## config.mk

```make
export PLATFORM = sky130hd
export DESIGN_NAME = mult16_cpa_pipe
export DESIGN_NICKNAME = d
export VERILOG_FILES = /design/src/rtl/mult16_pkg.sv /design/src/rtl/mult16_half_add.sv /design/src/rtl/mult16_cpa_pipe.sv
export SDC_FILE = /design/constraint.sdc
export NUM_CORES = 1
export LEC_CHECK = 0
export ABC_CLOCK_PERIOD_IN_PS = 3400
export CAP_MARGIN = 20
export CORE_MARGIN = 2
export CORE_UTILIZATION = 45
export DETAILED_ROUTE_END_ITERATION = 6
export PLACE_DENSITY = 0.82
export SLEW_MARGIN = 0
export SYNTH_ARGS = -nofsm -noshare
export SYNTH_HDL_FRONTEND = slang
export SYNTH_SLANG_ARGS = --single-unit
```

## constraint.sdc

```tcl
create_clock -name clk -period 3.4 [get_ports clk]
set_input_delay 0.51 -clock clk [delete_from_list [all_inputs] [get_ports clk]]
set_output_delay 0.51 -clock clk [all_outputs]
set_load 0.03 [all_outputs]
```

## src/rtl/mult16_pkg.sv

```systemverilog
// mult16_pkg -- shared definitions for the multiplier final-adder pipeline.
//
// Holds the default product / half widths and the packed layout of the
// stage-1 pipeline register (low-half result plus the untouched upper
// halves of both compressor rows).
//
// The stage-1 struct is sized from the defaults below; a build that
// overrides DATA_W/HALF_W on the top must change these defaults as well.
package mult16_pkg;

    localparam int DATA_W_DEF = 32;
    localparam int HALF_W_DEF = DATA_W_DEF / 2;
    localparam int HI_W_DEF   = DATA_W_DEF - HALF_W_DEF;

    // Stage-1 register contents: low-half sum and its carry-out, plus the
    // upper halves of the sum and carry rows waiting for stage 2.
    typedef struct packed {
        logic [HALF_W_DEF-1:0] lo_sum;
        logic                  lo_c;
        logic [HI_W_DEF-1:0]   sum_hi;
        logic [HI_W_DEF-1:0]   carry_hi;
    } s1_t;

endpackage

```

## src/rtl/mult16_half_add.sv

```systemverilog
// mult16_half_add -- W-bit unsigned adder with carry in and carry out.
//
// Ports:
//   a, b  : W-bit operands
//   cin   : carry into bit 0
//   sum   : W-bit result
//   cout  : carry out of bit W-1
//
// Written as a plain '+' so synthesis maps it onto the dedicated carry chain.
module mult16_half_add #(
    parameter int W = 16
) (
    input  logic [W-1:0] a,
    input  logic [W-1:0] b,
    input  logic         cin,
    output logic [W-1:0] sum,
    output logic         cout
);

    assign {cout, sum} = {1'b0, a} + {1'b0, b} + {{W{1'b0}}, cin};

endmodule

```

## src/rtl/mult16_cpa_pipe.sv

```systemverilog
// mult16_cpa_pipe -- two-stage pipelined carry-propagate adder that turns
// the sum/carry rows of a multiplier compressor tree into the final product.
//
// Stage 1 adds the low halves and registers the low result, its carry and
// the upper halves of both rows. Stage 2 adds the upper halves plus the
// low carry and registers the full product. Valid/ready handshakes on both
// sides; one transaction per cycle while the consumer keeps out_ready high.
//
// Ports:
//   clk, rst_n           : clock (rising edge), asynchronous active-low reset
//   in_valid / in_ready  : input handshake for in_sum / in_carry
//   in_sum, in_carry     : DATA_W-bit compressor rows (carry row pre-aligned)
//   out_valid / out_ready: output handshake for out_prod / out_cout
//   out_prod             : (in_sum + in_carry) mod 2^DATA_W
//   out_cout             : carry out of bit DATA_W-1 (diagnostic)
//   perf_cnt             : 32-bit output-transfer counter, only present when
//                          MULT16_CPA_PERF_CNT_EN is defined
module mult16_cpa_pipe
    import mult16_pkg::*;
#(
    parameter int DATA_W = DATA_W_DEF,
    parameter int HALF_W = DATA_W / 2
) (
    input  logic              clk,
    input  logic              rst_n,
    input  logic              in_valid,
    output logic              in_ready,
    input  logic [DATA_W-1:0] in_sum,
    input  logic [DATA_W-1:0] in_carry,
    output logic              out_valid,
    input  logic              out_ready,
    output logic [DATA_W-1:0] out_prod,
    output logic              out_cout
`ifdef MULT16_CPA_PERF_CNT_EN
    ,
    output logic [31:0]       perf_cnt
`endif
);

    localparam int HI_W = DATA_W - HALF_W;

    logic              s1_valid_reg, s1_valid_next;
    logic              s2_valid_reg, s2_valid_next;
    s1_t               s1_data_reg, s1_data_next;
    logic [DATA_W-1:0] out_prod_reg;
    logic              out_cout_reg;

    logic              s1_load;
    logic              s2_load;

    logic [HALF_W-1:0] lo_sum;
    logic              lo_c;
    logic [HI_W-1:0]   hi_sum;
    logic              hi_c;

    // ---------------- stage 1: low-half add ----------------
    mult16_half_add #(.W(HALF_W)) u_add_lo (
        .a    (in_sum[HALF_W-1:0]),
        .b    (in_carry[HALF_W-1:0]),
        .cin  (1'b0),
        .sum  (lo_sum),
        .cout (lo_c)
    );

    always_comb begin
        s1_data_next          = s1_data_reg;
        s1_data_next.lo_sum   = lo_sum;
        s1_data_next.lo_c     = lo_c;
        s1_data_next.sum_hi   = in_sum[DATA_W-1:HALF_W];
        s1_data_next.carry_hi = in_carry[DATA_W-1:HALF_W];
    end

    // ---------------- stage 2: high-half add ----------------
    mult16_half_add #(.W(HI_W)) u_add_hi (
        .a    (s1_data_reg.sum_hi),
        .b    (s1_data_reg.carry_hi),
        .cin  (s1_data_reg.lo_c),
        .sum  (hi_sum),
        .cout (hi_c)
    );

    // ---------------- handshake control ----------------
    // Stage 1 can take a new word whenever it is empty, or when its current
    // word is guaranteed to move into stage 2 this same cycle.
    assign in_ready = !s1_valid_reg | !s2_valid_reg | out_ready;
    assign s1_load  = in_valid & in_ready;
    assign s2_load  = s1_valid_reg & (!s2_valid_reg | out_ready);

    always_comb begin
        s1_valid_next = s1_load | (s1_valid_reg & !s2_load);
        s2_valid_next = s2_load | (s2_valid_reg & !out_ready);
    end

    // Valid flags and the visible outputs are reset; the stage-1 payload
    // is qualified by s1_valid_reg and needs none.
    always_ff @(posedge clk or negedge rst_n) begin
        if (!rst_n) begin
            s1_valid_reg <= 1'b0;
            s2_valid_reg <= 1'b0;
            out_prod_reg <= '0;
            out_cout_reg <= 1'b0;
        end else begin
            s1_valid_reg <= s1_valid_next;
            s2_valid_reg <= s2_valid_next;
            if (s2_load) begin
                out_prod_reg <= {hi_sum, s1_data_reg.lo_sum};
                out_cout_reg <= hi_c;
            end
        end
    end

    always_ff @(posedge clk) begin
        if (s1_load) begin
            s1_data_reg <= s1_data_next;
        end
    end

    assign out_valid = s2_valid_reg;
    assign out_prod  = out_prod_reg;
    assign out_cout  = out_cout_reg;

`ifdef MULT16_CPA_PERF_CNT_EN
    // Counts accepted products; wraps naturally at 2^32.
    logic [31:0] perf_cnt_reg;

    always_ff @(posedge clk or negedge rst_n) begin
        if (!rst_n) begin
            perf_cnt_reg <= '0;
        end else if (s2_valid_reg && out_ready) begin
            perf_cnt_reg <= perf_cnt_reg + 32'd1;
        end
    end

    assign perf_cnt = perf_cnt_reg;
`endif

endmodule
```

# [Word level (Yosys, flattened, before mapping)]
# Index checks and enable logic that the tools add are counted.
[word_totals] out_inout_bits=35 word_cells=24 reg_bits=84
[classes] bitwise=9 n_addsub=3 n_reduce_logical=4
[ops] cell="16-bit by 16-bit adder with 17-bit output" count=2
[ops] cell="17-bit by 1-bit adder with 17-bit output" count=1
[ops] cell="1-bit OR" count=5
[ops] cell="1-bit AND" count=4
[ops] cell="1-bit zero test" count=4

# [Depth between registers and ports, before layout]
# Gate-level depths: netlist (run 1).
[depth] ltp_word=6 mapped_depth=7 ltp_nobuf=7

# [Hierarchy]
# A second synthesis (run 1) with hierarchy kept.
[unflattened] cells_unflattened=317 hier_area_um2=4471.8
[by_module_without_submodules] module="mult16_cpa_pipe" cells_each=127 seq_area_each_um2=2347.3 instances=1 area_each_um2=2947.8
[by_module_without_submodules] module="mult16_half_add (u_add_lo)" cells_each=101 seq_area_each_um2=0.0 instances=1 area_each_um2=790.8
[by_module_without_submodules] module="mult16_half_add (u_add_hi)" cells_each=89 seq_area_each_um2=0.0 instances=1 area_each_um2=733.2

# [Worst setup path after synthesis (run 1)]
# No wires, ideal clock.
[synth_timing] kind="reg2reg" from="register s2_valid_reg (netlist: out_valid)" to="register s1_data_reg[0] in the netlist's numbering, enable pin" period_less_slack_ns=2.491 arrival_time_ns=2.080 n_path_buf=0 stages_incl_launch_ff=3 path_slack_ns=0.909 t_required_ns=2.989 path_cell_list="dfrtp_1 > nand3b_1 > and2_1"
[synth_via] elab_chain_len=4
[synth_rtl] element="start: declaration" line_no="mult16_cpa_pipe.sv:43" rtl="logic s2_valid_reg, s2_valid_next;"
[synth_rtl] element="start signal: assignment" line_no="mult16_cpa_pipe.sv:104" rtl="s2_valid_reg <= s2_valid_next;"
[synth_rtl] element="1-bit zero test" line_no="mult16_cpa_pipe.sv:85" rtl="assign in_ready = !s1_valid_reg | !s2_valid_reg | out_ready;"
[synth_rtl] element="1-bit OR (2 in a row)" line_no="mult16_cpa_pipe.sv:85"
[synth_rtl] element="via in_ready" line_no="mult16_cpa_pipe.sv:27" rtl="output logic in_ready,"
[synth_rtl] element="1-bit AND" line_no="mult16_cpa_pipe.sv:86" rtl="assign s1_load = in_valid & in_ready;"
[synth_rtl] element="via s1_load" line_no="mult16_cpa_pipe.sv:48" rtl="logic s1_load;"
[synth_rtl] element="end signal: assignment" line_no="mult16_cpa_pipe.sv:114" rtl="s1_data_reg <= s1_data_next;"
[synth_rtl] element="end: declaration" line_no="mult16_cpa_pipe.sv:44" rtl="s1_t s1_data_reg, s1_data_next;"
# The timed path passes the listed nets, and every way through them passes these cells.
# A chain may end at the register's enable or synchronous reset.

# [Final worst setup path (run 1)]
[layout_timing] from="register s1_data_reg[0] in the netlist's numbering" to="register out_prod_reg[26] (netlist: out_prod[26])"
[layout_via] elab_chain_len=2
[layout_rtl] element="16-bit by 16-bit adder with 17-bit output" line_no="mult16_half_add.sv:20" rtl="assign {cout, sum} = {1'b0, a} + {1'b0, b} + {{W{1'b0}}, cin};"
[layout_rtl] element="17-bit by 1-bit adder with 17-bit output" line_no="mult16_half_add.sv:20"
[layout_rtl] element="end signal: assignment" line_no="mult16_cpa_pipe.sv:106" rtl="out_prod_reg <= {hi_sum, s1_data_reg.lo_sum};"
[layout_rtl] element="end: declaration" line_no="mult16_cpa_pipe.sv:45" rtl="logic [DATA_W-1:0] out_prod_reg;"
# No other way between the ends.

==> results of run 1 <==
## area by class of cell
type	count	area share, %
multi-input combinational	296	33.8
inverter	4	0.262
clock inverter	4	1.70
tap	129	2.81
timing repair buffer	105	18.1
clock buffer	12	2.36
sequential	84	40.9
## placed cells by master, fill, tap and decap left out, types with 6 or more instances in the layout
cell / netlist / layout
ha_1: 31 / 31
xnor2_1: 12 / 12
xor2_1: 9 / 9
clkbuf_8: 0 / 9
o21ai_0: 19 / 19
o211ai_1: 7 / 7
dfrtp_1: 35 / 35
nor3_1: 6 / 6
edfxtp_1: 49 / 49
a21oi_1: 27 / 27
nor2_1: 12 / 12
nand3_1: 8 / 8
clkdlybuf4s50_1: 0 / 101
nand2_1: 87 / 87
nand2b_1: 6 / 6
## kinds of logic after synthesis
kind of cell | Yosys count
DFF | 84
buffers and inverters | 15
xor gates and xnor gates | 21
AOI/OAI and AO/OA | 98
and+or+nand+nor | 143
adders and majority gates | 34
## per-stage QoR
step	cells	setup slack (ns)	hold WS, ns	utilization [%]
3_3_place_gp	618	0.510	0.423	59.0
4_1_cts	634	0.772	0.256	61.5
6_report	634	0.769	0.229	61.5
2_1_floorplan	395	0.909	0.214	-
5_1_grt	634	0.652	0.290	61.5
3_5_place_dp	618	0.496	0.425	59.0
## worst paths after layout
check / startpoint / endpoint / slack, ns
worst max register to register: s1_data_reg[0] / out_prod[26] / 0.77
max in group asynchronous: rst_n / out_prod[15] / 2.66
min in group clk: s1_data_reg[46] / out_prod[13] / 0.44
worst min register to register: s1_data_reg[46] / out_prod[13] / 0.44
worst max-delay path: s1_data_reg[0] / out_prod[26] / 0.77
worst min-delay path: rst_n / out_prod[18] / 0.23
## routing by layer
metal	routed length (µm)	track usage (%)	up-vias	part of all wire [%]
met4	273	9.85	0	2.9
li1	-	-	1666	-
met1	3820	21.0	1615	40
met2	4840	33.2	156	51
met3	618	3.56	29	6.5
met5	0	0	-	0
## power breakdown
group	switching [µW]	internal (µW)	leakage (µW)	total [µW]
registers	71.4	1240	0.000897	1310
clock network	335	489	0.000111	824
logic	534	407	0.00130	940
==> key figures, run 1 <==
STA
  • Unrepaired setup endpoints after global routing: no
  • Final min period: 2.63 ns
  • Slew headroom: 43.2%
  • Worst slew pin tran: 0.852 ns
  • Period utilisation layout: 77.4%
  • TNS Setup: 0 ns
  • # setup viols final: 0
  • Max Fclk: 380 MHz
  • Hold Fails Final Rpt: 0
  • Max Slew Vio Count: 0
  • Clk_skew: 0.00618 ns

Setup path
  • Nature of the critical path endpoint: flop
  • Worst EP arrival: 2.87 ns
  • WP data required: 3.64 ns
  • CP cell instances: fa_1, fa_1, a21o_1, a221o_2, a211oi_4, xor2_1, o21ai_1
  • Family with the most delay on the worst path: compound AO/OA/AOI/OAI gates
  • Most used cell, CP: fa_1
  • Worst reg-to-reg path cell count: 7
  • Critical path class: flop to flop
  • Crit path max fanout: 3
  • Critical path depth in cells: 7
  • CP bufs+invs: 0
  • Worst setup SP type: flop
  • Max incr delay on CP: 0.49 ns
  • Crit path max-delay cell type: fa_1

Synth
  • Sequential share of the synthesized area: 54.0%
  • Number of synthesized flops with an enable pin: 49
  • Most frequent cell after synthesis: nand2_1
  • Synth warn: 0
  • Mux share of post-synthesis cell area: 0%
  • Largest family of logic cells by synthesized area: compound AO/OA/AOI/OAI gates
  • Post-synthesis xor/xnor area fraction: 4.23%
  • Synth Area in Compound Gates: 15.2%
  • Area leader, netlist: edfxtp_1
  • Adder-cell share of the synthesized area: 10.3%
  • Avg Cell Area, Syn: 11.0 µm²
  • Simple-Gate Fraction of Synth Area: 14.9%
  • Post-synthesis cell count: 395
  • Synth top cells by count: nand2_1 (87), edfxtp_1 (49), dfrtp_1 (35)
  • Yosys reg bits: 84
  • Mapped cell area: 0.00435 mm²
  • Ranking of synthesized cells by area: edfxtp_1 (34%), dfrtp_1 (20%), ha_1 (8.9%)
  • Post-synth top area share: 33.9%
  • Syn nets: 497
  • Async set or reset register ratio after synthesis: 41.7%
  • Post-synthesis cell type count: 54
  • Synth Flop Type: edfxtp_1

Placed design
  • I/O Buffers: 102
  • Final HPWL DP: 7.04 mm
  • Placed cell area: 0.00550 mm²
  • GPL Wtd Cong: 0.888

Clock tree
  • Post-CTS setup buffers: 0
  • Htree depth: 3
  • CTS tree: yes
  • Clk buf depth: 2
  • CTS buffer count: 9
  • Clock Sink Count: 84
  • CTS clk-pin slew, worst paths: 0.08 ns
  • Worst-Skew Late Latency: 0.35 ns
  • CTS root buffer: clkbuf_8
  • Count of hold-fix buffers inserted at cts: 0
  • Post-cts gate resize count: 0

Cells and area
  • Reg area: 0.00235 mm²
  • # fillers: 769
  • Largest register FFs: 49
  • Multi-input logic area: 0.00194 mm²
  • Share of cells above drive strength 1: 4.95%
  • Antenna Diode Count: 0
  • Final nets: 602
  • P&R area growth vs syn: 31.9%
  • Post-route cell area: 0.00573 mm²

Floorplanning
  • Core area: 0.00933 mm²
  • Die X: 102 µm
  • Row cnt: 35
  • Die Ht: 102 µm
  • Initial Utilization: 46.6%
  • Top Ports: 103
  • Die Area: 0.0105 mm²

Pwr
  • Total power: 3080 µW
  • VDD IR-drop max: 0.194 mV
  • Leak: 0.00231 µW
  • Pwr Density: 537 mW/mm²

Run
  • Max-Cap Viols: 0

Route
  • Routed len/inst: 15.1 µm
  • Drt pass-1 iters: 5
  • Overall routed net length: 9.56 mm
  • Final antenna-violating net count: 0
  • First DRT Iteration DRCs: 156
  • DRC viols: 0
  • Vias post-DR: 3466
  • Via density: 5.47

Global routing
  • Initial antenna violation count: 0
  • First-pass GRT wire length: 15.1 mm
  • Largest net degree at the start of global routing: 50
  • Total GRT Usage: 18.6%
  • Overflow after GRT: 0
  • Number of global-route vias before repair: 3369

Status
  • Status: complete, no violations

Worst hold path
  • Hold Path Class: input port to async pin
(Power assumes the default switching activity.)
==> run 2, diff against run 1 <==
- ABC_CLOCK_PERIOD_IN_PS: 3400 -> 2200
- PLACE_DENSITY: 0.82 -> 0.85
- clock period: 3.4 -> 2.2 ns (I/O delays scaled with it)
==> run 2 against run 1 <==
  * The run now ends with setup timing left
  * Non-clock buffer count up 30
  * Worst setup slack worse by 1.1 ns
  * Clock power up 44%
  * Worst hold slack worse by 0.17 ns
==> key figures, run 2 (synthesized netlist as in run 1, its figures left out) <==
Status
  • Status: complete, but fails checks (was complete, no violations)
  • Failing checks: setup timing

STA
  • Period utilisation layout: 114% (was 77.4%)
  • # setup viols final: 7 (was 0)
  • Setup WS post-layout: -0.305 ns (was 0.769 ns)
  • Hold Fails Final Rpt: 0 (unchanged)
  • Clk_skew: 0.00730 ns (was 0.00618 ns)
  • Slew headroom: 46.7% (was 43.2%)
  • TNS Setup: -1.44 ns (was 0 ns)
  • Worst slew pin tran: 0.800 ns (was 0.852 ns)
  • Final hold slack: 0.0583 ns (was 0.229 ns)
  • Unrepaired setup endpoints after global routing: yes (was no)
  • Max Slew Vio Count: 0 (unchanged)
  • Max Fclk: 399 MHz (was 380 MHz)
  • Final min period: 2.50 ns (was 2.63 ns)

Cells and area
  • Highest-count cells in the layout ignoring fill and taps: clkdlybuf4s50_1 (101), nand2_1 (87), edfxtp_1 (49) (unchanged)
  • Commonest non-fill, non-tap cell in the layout: clkdlybuf4s50_1 (unchanged)
  • Final nets: 632 (was 602)
  • P&R area growth vs syn: 37.8% (was 31.9%)
  • Post-route cell area: 0.00599 mm² (was 0.00573 mm²)
  • Largest register FFs: 49 (unchanged)
  • # fillers: 718 (was 769)
  • Antenna Diode Count: 0 (unchanged)
  • Share of cells above drive strength 1: 12.1% (was 4.95%)

Floorplanning
  • Die Area: 0.0105 mm² (unchanged)
  • Core area: 0.00933 mm² (unchanged)
  • Row cnt: 35 (unchanged)
  • Initial Utilization: 46.6% (unchanged)
  • Die X: 102 µm (unchanged)
  • Die Ht: 102 µm (unchanged)
  • Top Ports: 103 (unchanged)

Route
  • Via density: 5.33 (was 5.47)
  • DRC viols: 0 (unchanged)
  • Final antenna-violating net count: 0 (unchanged)
  • Overall routed net length: 9.87 mm (was 9.56 mm)
  • Vias post-DR: 3541 (was 3466)
  • First DRT Iteration DRCs: 177 (was 156)
  • Drt pass-1 iters: 5 (unchanged)
  • Routed len/inst: 14.9 µm (was 15.1 µm)

Clock tree
  • CTS buffer count: 9 (unchanged)
  • Count of hold-fix buffers inserted at cts: 0 (unchanged)
  • CTS tree: yes (unchanged)
  • CTS clk-pin slew, worst paths: 0.09 ns (was 0.08 ns)
  • Clk buf depth: 2 (unchanged)
  • Clock Sink Count: 84 (unchanged)
  • Worst-Skew Late Latency: 0.35 ns (about the same)
  • Htree depth: 3 (unchanged)
  • CTS root buffer: clkbuf_8 (unchanged)

Pwr
  • Seq pwr share: 42.5% (was 42.7%)
  • Pint: 3260 µW (was 2140 µW)
  • Logic pwr share: 32.5% (was 30.6%)
  • Total power: 4770 µW (was 3080 µW)
  • Leak: 0.00245 µW (was 0.00231 µW)
  • Pwr Density: 796 mW/mm² (was 537 mW/mm²)
  • Switching Fraction: 31.6% (was 30.6%)
  • Sw power: 1510 µW (was 940 µW)
  • VDD IR-drop max: 0.400 mV (was 0.194 mV)
  • Clock network power share: 25.0% (was 26.8%)

Setup path
  • Worst setup SP type: flop (unchanged)
  • FF-to-FF Start: s1_data_reg[32] (was s1_data_reg[0])
  • Max incr delay on CP: 0.43 ns (was 0.49 ns)
  • Critical path class: flop to flop (unchanged)
  • Family with the most delay on the worst path: compound AO/OA/AOI/OAI gates (unchanged)
  • WP data required: 2.43 ns (was 3.64 ns)
  • CP startpoint: s1_data_reg[32] (was s1_data_reg[0])
  • Crit path max-delay cell type: fa_2 (was fa_1)
  • Nature of the critical path endpoint: flop (unchanged)
  • Crit path max fanout: 3 (unchanged)
  • CP cell instances: fa_2, fa_2, a21o_1, a221o_2, a211oi_4, xor2_1, o21ai_1 (was fa_1, fa_1, a21o_1, a221o_2, a211oi_4, xor2_1, o21ai_1)
  • Worst EP arrival: 2.74 ns (was 2.87 ns)
  • CP bufs+invs: 0 (unchanged)
  • Most used cell, CP: fa_2 (was fa_1)

Placed design
  • Pre-CTS setup slack: -0.516 ns (was 0.496 ns)
  • Final HPWL DP: 7.36 mm (was 7.04 mm)
  • GPL Wtd Cong: 0.951 (was 0.888)
  • I/O Buffers: 102 (unchanged)
  • Placed cell area: 0.00568 mm² (was 0.00550 mm²)

Global routing
  • Initial antenna violation count: 0 (unchanged)
  • First-pass GRT wire length: 16.2 mm (was 15.1 mm)
  • Largest net degree at the start of global routing: 50 (unchanged)
  • Overflow after GRT: 0 (unchanged)
  • Total GRT Usage: 19.9% (was 18.6%)
  • Number of global-route vias before repair: 3605 (was 3369)

Run
  • Max-Cap Viols: 0 (unchanged)

Worst hold path
  • Hold Path Class: input port to async pin (unchanged)
## run 2: changes by cell type in the layout (fill, tap and decap cells not counted), moves of 2 or more
cell and delta:
a21oi_1 -2, fa_1 -3, buf_4 +29, fa_2 +3, clkbuf_1 -2
## run 2: per-stage QoR
step / std cells / util, %
6_report: 664 / 64.2
5_1_grt: 664 / 64.2
4_1_cts: 659 / 63.5
3_5_place_dp: 639 / 60.9
3_3_place_gp: 639 / 60.9
2_1_floorplan: 395 / -
## run 2: repair_timing
| action | CTS | global route |
|---|---|---|
| pin swaps | 3 | 6 |
| endpoints found under the setup margin | 11 | 13 |
| gates cloned | 0 | 0 |
| gates resized for setup | 2 | 6 |
| buffers inserted | 4 | 5 |
## run 2: power groups by stage
stage,sequential (µW),clock [µW],combinational (µW)
2_1_floorplan,2330,0,581
3_3_place_gp,2050,0,1470
3_5_place_dp,2060,0,1500
4_1_cts,2030,1230,1520
5_1_grt,2050,1290,1680
6_report,2030,1190,1550
## run 2: worst paths after layout
check                               end  slack [ns]  depth (start not counted)
setup / recovery           out_prod[26]       -0.30                          7
hold / removal             out_prod[21]        0.06                          1
setup reg to reg           out_prod[26]       -0.30                          7
hold reg to reg            out_prod[11]        0.44                          2
max in group asynchronous   out_prod[5]        1.63                          1
min in group clk           out_prod[11]        0.44                          2
## run 2: routing by layer
| layer | up-vias | routed length [µm] | global-route usage [%] |
|---|---|---|---|
| met2 | 136 | 5190 | 36.0 |
| met4 | 0 | 249 | 8.51 |
| met3 | 25 | 593 | 4.17 |
| met5 | - | 0 | 0 |
| met1 | 1663 | 3830 | 22.7 |
| li1 | 1717 | - | - |
## run 2: final cells by class
| type | instances | area, µm² | share of cell area [%] |
|---|---|---|---|
| multi-input combinational | 296 | 1970 | 33.0 |
| sequential | 84 | 2350 | 39.2 |
| clock buffer | 10 | 128 | 2.13 |
| timing repair buffer | 135 | 1280 | 21.3 |
| clock inverter | 6 | 88.8 | 1.48 |
| tap | 129 | 161 | 2.69 |
| inverter | 4 | 15.0 | 0.251 |
